`config.mk`:
```
export PLATFORM = sky130hd
export DESIGN_NAME = pipe_phy_responder
export DESIGN_NICKNAME = d
export VERILOG_FILES = /design/src/rtl/pipe_pkg.sv /design/src/rtl/pipe_delay_counter.sv /design/src/rtl/pipe_phy_responder.sv
export SDC_FILE = /design/constraint.sdc
export NUM_CORES = 1
export LEC_CHECK = 0
export CAP_MARGIN = 20
export CORE_MARGIN = 2
export CORE_UTILIZATION = 26
export DETAILED_ROUTE_END_ITERATION = 16
export PLACE_DENSITY = 0.75
export SLEW_MARGIN = 10
export SYNTH_ARGS = -nofsm -noshare
export SYNTH_HDL_FRONTEND = slang
export SYNTH_HIERARCHICAL = 1
export SYNTH_SLANG_ARGS = --single-unit
```
`constraint.sdc`:
```
create_clock -name pclk -period 2.45 [get_ports pclk]
set_input_delay 0.49 -clock pclk [delete_from_list [all_inputs] [get_ports pclk]]
set_output_delay 0.49 -clock pclk [all_outputs]
set_load 0.005 [all_outputs]
```
`src/rtl/pipe_pkg.sv`:
```
// Shared PIPE definitions: PowerDown codes, RxStatus codes, FSM state encodings
// and a small helper used to size the shared delay counter.
package pipe_pkg;

  localparam logic [3:0] P0  = 4'd0;
  localparam logic [3:0] P0S = 4'd1;
  localparam logic [3:0] P1  = 4'd2;
  localparam logic [3:0] P2  = 4'd3;

  localparam logic [2:0] RXSTAT_DETECTED = 3'b011;

  typedef enum logic [2:0] {
    RST_ACK     = 3'd0,
    IDLE        = 3'd1,
    DETECT      = 3'd2,
    DETECT_WAIT = 3'd3,
    PD_CHANGE   = 3'd4,
    RATE_CHANGE = 3'd5
  } pipeState_e;

  function automatic int maxOf3(input int a, input int b, input int c);
    int m;
    m = (a > b) ? a : b;
    return (m > c) ? m : c;
  endfunction

endpackage

```
`src/rtl/pipe_delay_counter.sv`:
```
// Down-counter shared by all timed states: load with latency-1, count to zero,
// hold at zero (no wrap-around).
module pipe_delay_counter #(
  parameter int WIDTH = 4
) (
  input  logic             pclk,
  input  logic             reset,
  input  logic             load,
  input  logic [WIDTH-1:0] loadValue,
  input  logic             dec,
  output logic [WIDTH-1:0] count,
  output logic             zero
);

  // Load has priority over decrement; decrement saturates at zero.
  always_ff @(posedge pclk) begin
    if (reset) begin
      count <= '0;
    end else if (load) begin
      count <= loadValue;
    end else if (dec && (count != '0)) begin
      count <= count - WIDTH'(1);
    end
  end

  assign zero = (count == '0);

endmodule

```
`src/rtl/pipe_phy_responder.sv`:
```
// PHY-side responder for the PIPE command/status interface.
// Optional rate-change handshake is built when PIPE_RATE_CHANGE_EN is defined.
//
//   state       | meaning
//   ------------+-----------------------------------------------------------
//   RST_ACK     | PhyStatus held high from reset, dropped on first cycle out
//   IDLE        | waiting for detect / PowerDown change / rate change
//   DETECT      | receiver-detect timer running, pulse on its last cycle
//   DETECT_WAIT | response given, waiting for lane-0 request to drop
//   PD_CHANGE   | PowerDown transition timer running, pulse on its last cycle
//   RATE_CHANGE | rate transition timer running, pulse on its last cycle
module pipe_phy_responder
  import pipe_pkg::*;
#(
  parameter int                     LANESNUMBER    = 16,
  parameter int                     DETECT_LATENCY = 4,
  parameter int                     PD_LATENCY     = 2,
  parameter int                     RATE_LATENCY   = 8,
  parameter logic [LANESNUMBER-1:0] CONNECTED_MASK = 16'hFFFF
) (
  input  logic                       pclk,
  input  logic                       reset,
  input  logic [LANESNUMBER-1:0]     TxDetectRx_Loopback,
  input  logic [LANESNUMBER-1:0]     TxElecIdle,
  input  logic [4*LANESNUMBER-1:0]   PowerDown,
  input  logic [3:0]                 Rate,
  output logic [LANESNUMBER-1:0]     PhyStatus,
  output logic [3*LANESNUMBER-1:0]   RxStatus,
  output logic [LANESNUMBER-1:0]     RxElectricalIdle,
  output logic                       busy
);

  localparam int CNT_W = $clog2(maxOf3(DETECT_LATENCY, PD_LATENCY, RATE_LATENCY)) + 1;

  pipeState_e              state;
  logic [3:0]              pdLatched;
  logic [3:0]              rateLatched;
  logic                    detectReq;
  logic                    pdChange;
  logic                    rateChange;
  logic                    cntLoad;
  logic [CNT_W-1:0]        cntLoadValue;
  logic                    cntDec;
  logic [CNT_W-1:0]        cntCount;
  logic                    cntZero;
  logic                    cntOne;
  logic [3*LANESNUMBER-1:0] detectStatus;
  logic [LANESNUMBER-1:0]  rxEiNext;
  logic                    unusedCtrl;

  // Only lane 0 steers control; the remaining lanes and (optionally) Rate are unused.
  assign unusedCtrl = ^{TxDetectRx_Loopback, PowerDown, Rate};

  assign detectReq = TxDetectRx_Loopback[0] && TxElecIdle[0] && (PowerDown[3:0] == P1);
  assign pdChange  = (PowerDown[3:0] != pdLatched);
`ifdef PIPE_RATE_CHANGE_EN
  assign rateChange = (Rate != rateLatched);
`else
  assign rateChange = 1'b0;
`endif
  assign cntOne = (cntCount == CNT_W'(1));

  // Counter load on IDLE exit follows the same priority as the FSM.
  always_comb begin
    cntLoad      = 1'b0;
    cntLoadValue = '0;
    if (state == IDLE) begin
      if (detectReq) begin
        cntLoad      = 1'b1;
        cntLoadValue = CNT_W'(DETECT_LATENCY - 1);
      end else if (pdChange) begin
        cntLoad      = 1'b1;
        cntLoadValue = CNT_W'(PD_LATENCY - 1);
      end else if (rateChange) begin
        cntLoad      = 1'b1;
        cntLoadValue = CNT_W'(RATE_LATENCY - 1);
      end
    end
    cntDec = (state == DETECT) || (state == PD_CHANGE) || (state == RATE_CHANGE);
  end

  pipe_delay_counter #(.WIDTH(CNT_W)) uDelay (
    .pclk      (pclk),
    .reset     (reset),
    .load      (cntLoad),
    .loadValue (cntLoadValue),
    .dec       (cntDec),
    .count     (cntCount),
    .zero      (cntZero)
  );

  // Per-lane detect result presented on the pulse cycle.
  always_comb begin
    detectStatus = '0;
    for (int i = 0; i < LANESNUMBER; i++) begin
      if (CONNECTED_MASK[i]) detectStatus[3*i +: 3] = RXSTAT_DETECTED;
    end
  end

  // Main handshake FSM; PhyStatus/RxStatus/busy are registered alongside the state.
  always_ff @(posedge pclk) begin
    if (reset) begin
      state       <= RST_ACK;
      PhyStatus   <= '1;
      RxStatus    <= '0;
      busy        <= 1'b1;
      pdLatched   <= P1;
      rateLatched <= '0;
    end else begin
      PhyStatus <= '0;
      RxStatus  <= '0;
      case (state)
        RST_ACK: begin
          state <= IDLE;
          busy  <= 1'b0;
        end
        IDLE: begin
          if (detectReq) begin
            state <= DETECT;
            busy  <= 1'b1;
            if (DETECT_LATENCY == 1) begin
              PhyStatus <= '1;
              RxStatus  <= detectStatus;
            end
          end else if (pdChange) begin
            state     <= PD_CHANGE;
            busy      <= 1'b1;
            pdLatched <= PowerDown[3:0];
            if (PD_LATENCY == 1) PhyStatus <= '1;
          end else if (rateChange) begin
            state       <= RATE_CHANGE;
            busy        <= 1'b1;
            rateLatched <= Rate;
            if (RATE_LATENCY == 1) PhyStatus <= '1;
          end
        end
        DETECT: begin
          if (cntZero) begin
            state <= DETECT_WAIT;
          end else if (cntOne) begin
            PhyStatus <= '1;
            RxStatus  <= detectStatus;
          end
        end
        DETECT_WAIT: begin
          if (!TxDetectRx_Loopback[0]) begin
            state <= IDLE;
            busy  <= 1'b0;
          end
        end
        PD_CHANGE, RATE_CHANGE: begin
          if (cntZero) begin
            state <= IDLE;
            busy  <= 1'b0;
          end else if (cntOne) begin
            PhyStatus <= '1;
          end
        end
        default: begin
          state <= IDLE;
          busy  <= 1'b0;
        end
      endcase
    end
  end

  // Receiver electrical idle: active lanes only in P0 with the transmitter running.
  always_comb begin
    rxEiNext = '1;
    for (int i = 0; i < LANESNUMBER; i++) begin
      if ((pdLatched == P0) && CONNECTED_MASK[i] && !TxElecIdle[i]) rxEiNext[i] = 1'b0;
    end
`ifdef PIPE_RATE_CHANGE_EN
    if (state == RATE_CHANGE) rxEiNext = '1;
`endif
  end

  // Register the electrical-idle outputs.
  always_ff @(posedge pclk) begin
    if (reset) RxElectricalIdle <= '1;
    else       RxElectricalIdle <= rxEiNext;
  end

endmodule

```
==> metrics.txt <==
# TYPE chip_impl_metric gauge
chip_impl_info{name="outcome",value="finished, final reports clean"} 1
chip_impl_metric{name="worst_hold_slack",unit="ns"} 0.490
chip_impl_info{name="post-synth-top-area-cell",value="sky130_fd_sc_hd__dfxtp_1"} 1
chip_impl_metric{name="die_w",unit="um"} 85.1
chip_impl_metric{name="areaGrowthSynthToFinish",unit="%"} 40.5
chip_impl_metric{name="detail_route.wirelength",unit="um"} 3330
chip_impl_metric{name="cellInternalPower",unit="mW"} 1.27
chip_impl_metric{name="antenna_found_initial",unit=""} 0
chip_impl_metric{name="timing.fmax",unit="GHz"} 0.510
chip_impl_metric{name="clock_sink_count",unit=""} 30
chip_impl_metric{name="overflow_after_grt",unit=""} 0
chip_impl_info{name="critical_path.reg2reg.endpoint",value="state[2]"} 1
chip_impl_metric{name="p_clk_share",unit="%"} 26.8
chip_impl_metric{name="netSwitchingFraction",unit="%"} 31.7
chip_impl_metric{name="syn_inst",unit=""} 188
chip_impl_metric{name="fillers",unit=""} 647
chip_impl_metric{name="htree_num_levels",unit=""} 2
chip_impl_metric{name="mappedNetlistArea",unit="mm^2"} 0.00171
chip_impl_metric{name="power.share.combinational",unit="%"} 36.4
chip_impl_metric{name="synthArstFlopShare",unit="%"} 0
chip_impl_metric{name="drive_gt1_share",unit="%"} 7.98
chip_impl_metric{name="routed_via_count",unit=""} 1328
chip_impl_metric{name="global_route_met3_utilization",unit="%"} 3.60
chip_impl_metric{name="setup_violations",unit=""} 0
chip_impl_info{name="top_cells_by_area_synth",value="sky130_fd_sc_hd__dfxtp_1, sky130_fd_sc_hd__buf_4, sky130_fd_sc_hd__or3_1"} 1
chip_impl_metric{name="slowest_delay",unit="ns"} 0.53
chip_impl_metric{name="power.density",unit="mW/mm^2"} 776
chip_impl_info{name="hold_path_class",value="reg2reg"} 1
chip_impl_info{name="worst_r2r_startpoint",value="uDelay/count[1]"} 1
chip_impl_info{name="hold-path-endpoint",value="pdLatched[2]"} 1
chip_impl_metric{name="pre_repair_dr_iteration_count",unit=""} 4
chip_impl_metric{name="post_synth_num_cell_types",unit=""} 43
chip_impl_metric{name="gr-usage-all-layers",unit="%"} 9.21
chip_impl_metric{name="worstSkewPairLatency",unit="ns"} 0.28
chip_impl_metric{name="power_frac_seq",unit="%"} 36.8
chip_impl_metric{name="design.final.nets",unit=""} 341
chip_impl_metric{name="worst_hold_path.num_cells",unit=""} 2
chip_impl_metric{name="wl_per_cell",unit="um"} 10.6
chip_impl_info{name="path_delay_family",value="buffers and inverters"} 1
chip_impl_metric{name="ff2ff_path_depth",unit=""} 8
chip_impl_info{name="yosysMostFrequentCell",value="sky130_fd_sc_hd__buf_4"} 1
chip_impl_metric{name="vias_in_the_first_global_route",unit=""} 1155
chip_impl_metric{name="static-leakage-power",unit="nW"} 0.895
chip_impl_metric{name="start_util",unit="%"} 26.9
chip_impl_metric{name="clk_pin_slew",unit="ns"} 0.05
chip_impl_metric{name="diodes",unit=""} 0
chip_impl_metric{name="slew_viol_final",unit=""} 0
chip_impl_metric{name="final-seq-area",unit="um^2"} 601
chip_impl_metric{name="grt.met2_usage",unit="%"} 14.3
chip_impl_info{name="cts-root-buf",value="sky130_fd_sc_hd__clkbuf_8"} 1
chip_impl_metric{name="placement.io_buffers",unit=""} 87
chip_impl_info{name="grt-busiest-layer",value="met2"} 1
chip_impl_metric{name="die_area",unit="mm^2"} 0.00724
chip_impl_metric{name="timing.clock.skew",unit="ns"} 0.00654
chip_impl_metric{name="critical_path_peak_fanout",unit=""} 3
chip_impl_metric{name="cts_bufs_inserted",unit=""} 5
chip_impl_metric{name="grt_max_degree",unit=""} 33
chip_impl_info{name="end_kind",value="flip-flop"} 1
chip_impl_metric{name="total_power",unit="mW"} 1.86
chip_impl_metric{name="first_pass_grt_wire_length",unit="um"} 5270
chip_impl_metric{name="finalCriticalPeriod",unit="ns"} 1.96
chip_impl_metric{name="place.detailed.hpwl",unit="um"} 2690
chip_impl_metric{name="worst-r2r-setup-slack",unit="ns"} 0.51
chip_impl_info{name="kind_of_start_point_of_the_critical_path",value="primary input"} 1
chip_impl_metric{name="crit_required",unit="ns"} 2.62
chip_impl_metric{name="drv_cap",unit=""} 0
chip_impl_metric{name="path_buf_inv",unit=""} 2
chip_impl_metric{name="clock_path_buffers",unit=""} 2
chip_impl_info{name="grt_setup_unrepaired",value="false"} 1
chip_impl_metric{name="multi_input_area",unit="um^2"} 668
chip_impl_metric{name="final_antenna_net_count",unit=""} 0
chip_impl_metric{name="design.portCount",unit=""} 183
chip_impl_metric{name="timing.final.hold_violations",unit=""} 0
chip_impl_metric{name="std_cell_rows",unit=""} 29
chip_impl_metric{name="synth_edf_count",unit=""} 0
chip_impl_metric{name="postSynthRegisterBits",unit=""} 30
chip_impl_metric{name="finalCritPeriodShare",unit="%"} 80.0
chip_impl_metric{name="post-cts-setup-buffer-count",unit=""} 0
chip_impl_metric{name="synth.top_cell.area_share",unit="%"} 35.1
chip_impl_metric{name="cts_resized",unit=""} 0
chip_impl_info{name="worst_path_max_delay_cell",value="sky130_fd_sc_hd__clkdlybuf4s50_1"} 1
chip_impl_metric{name="netSwitchingPower",unit="mW"} 0.591
chip_impl_metric{name="gp_congestion",unit=""} 0.788
chip_impl_metric{name="arrival",unit="ns"} 2.13
chip_impl_metric{name="use_met1",unit="%"} 10.8
chip_impl_info{name="crit_path_cells",value="clkdlybuf4s50_1 -> xnor2_1 -> and4_1 -> a21oi_1 -> buf_4 -> nand2_1 -> nor2_1 -> a311o_1"} 1
chip_impl_metric{name="vias_per_cell",unit=""} 4.22
chip_impl_metric{name="vdd_drop_max",unit="mV"} 0.497
chip_impl_metric{name="postSynthAreaPerCell",unit="um^2"} 9.09
chip_impl_metric{name="cts_hold_buf",unit=""} 0
chip_impl_metric{name="synth.yosys.seq_area_share",unit="%"} 35.1
chip_impl_info{name="post_synth_most_frequent_cells",value="sky130_fd_sc_hd__buf_4, sky130_fd_sc_hd__dfxtp_1, sky130_fd_sc_hd__or3_1"} 1
chip_impl_info{name="ys.flop_type",value="sky130_fd_sc_hd__dfxtp_1"} 1
chip_impl_metric{name="drc",unit=""} 0
chip_impl_metric{name="die_h",unit="um"} 85.1
chip_impl_info{name="tritoncts",value="yes"} 1
chip_impl_metric{name="synthesis.yosys.warnings",unit=""} 6
chip_impl_metric{name="setup_total_negative_slack",unit="ns"} 0
chip_impl_metric{name="drtIter0Drc",unit=""} 16
chip_impl_metric{name="fp.coreArea",unit="mm^2"} 0.00635
chip_impl_info{name="critPathKind",value="in2reg"} 1
chip_impl_info{name="min-delay-start",value="pdLatched[2]"} 1
## power groups by stage
stage	logic (mW)	clock network (mW)	registers, mW
2_1_floorplan	0.491	0	0.669
3_3_place_gp	0.664	0	0.693
3_5_place_dp	0.680	0	0.696
4_1_cts	0.684	0.511	0.686
5_1_grt	0.756	0.534	0.703
6_report	0.678	0.500	0.685
## per-stage QoR
step	instance area [um^2]	cells	util, %	worst slack, ns
finish	2400	315	37.8	0.489
global route	2400	315	37.8	0.330
CTS	2400	315	37.8	0.440
detailed placement	2290	308	36.0	0.204
global placement	2290	308	36.0	0.211
floorplan	1770	205	-	0.578
## worst max-delay path by stage
stage	startpoint	to	slack (ns)	cells after the start
after CTS	PhyStatus[14]	PhyStatus[7]	0.44	1
after global routing	PhyStatus[14]	PhyStatus[7]	0.33	1
after global placement	PowerDown[3]	uDelay/count[1]	0.21	7
after detailed placement	PowerDown[2]	uDelay/count[1]	0.20	8
final	PowerDown[2]	uDelay/count[1]	0.49	8
after floorplan	state[2]	uDelay/count[3]	0.58	5
## cells by family after synthesis
kind of cell	count (synthesis)	share of synthesized area (%)
flip-flops	30	35.1
AO/OA/AOI/OAI	23	11.0
buffers and inverters	70	29.5
XOR/XNOR	4	2.05
other	1	0.219
adder cells (fa/ha/maj)	1	0.732
multiplexers	1	0.586
AND/OR/NAND/NOR	58	20.8
## flip-flops by register name, summed over array words and instances, names as in the netlist
name,count
busy,1
RxStatus,1
state,3
uDelay/count,4
PhyStatus,1
RxElectricalIdle,16
pdLatched,4
## cell usage in the layout (no fill, tap or decap), drive strengths merged, types with 2 or more instances in the layout
cell type,Yosys,layout
or3,16,16
xnor2,4,4
a2111oi,2,2
a21oi,6,6
a211oi,3,3
conb,1,18
nand2b,3,3
buf,63,5
clkbuf,3,6
nor4b,3,3
nand2,11,11
a311oi,2,2
dfxtp,30,30
inv,4,4
clkdlybuf4s50,0,87
nor3,2,2
a21o,2,2
nor2,10,10
nor2b,2,2
## tightest hold or removal path: stages, from the launching register on
cell,delay [ns]
sky130_fd_sc_hd__dfxtp_1,0.33
sky130_fd_sc_hd__nand2_1,0.06
sky130_fd_sc_hd__a21oi_1,0.06
## per-layer routing
layer	vias up	share of wire (%)
li1	657	-
met2	83	44
met5	-	0
met1	582	40
met3	6	14
met4	0	2.3
## area by class of cell
class | count | share of cell area (%)
Timing Repair Buffer | 92 | 37.8
Multi-Input combinational cell | 105 | 27.8
Sequential cell | 30 | 25.0
Tap cell | 77 | 4.01
Clock buffer | 6 | 3.44
Clock inverter | 1 | 1.25
Inverter | 4 | 0.625
Note: power is estimated with default switching activity, not from simulation.
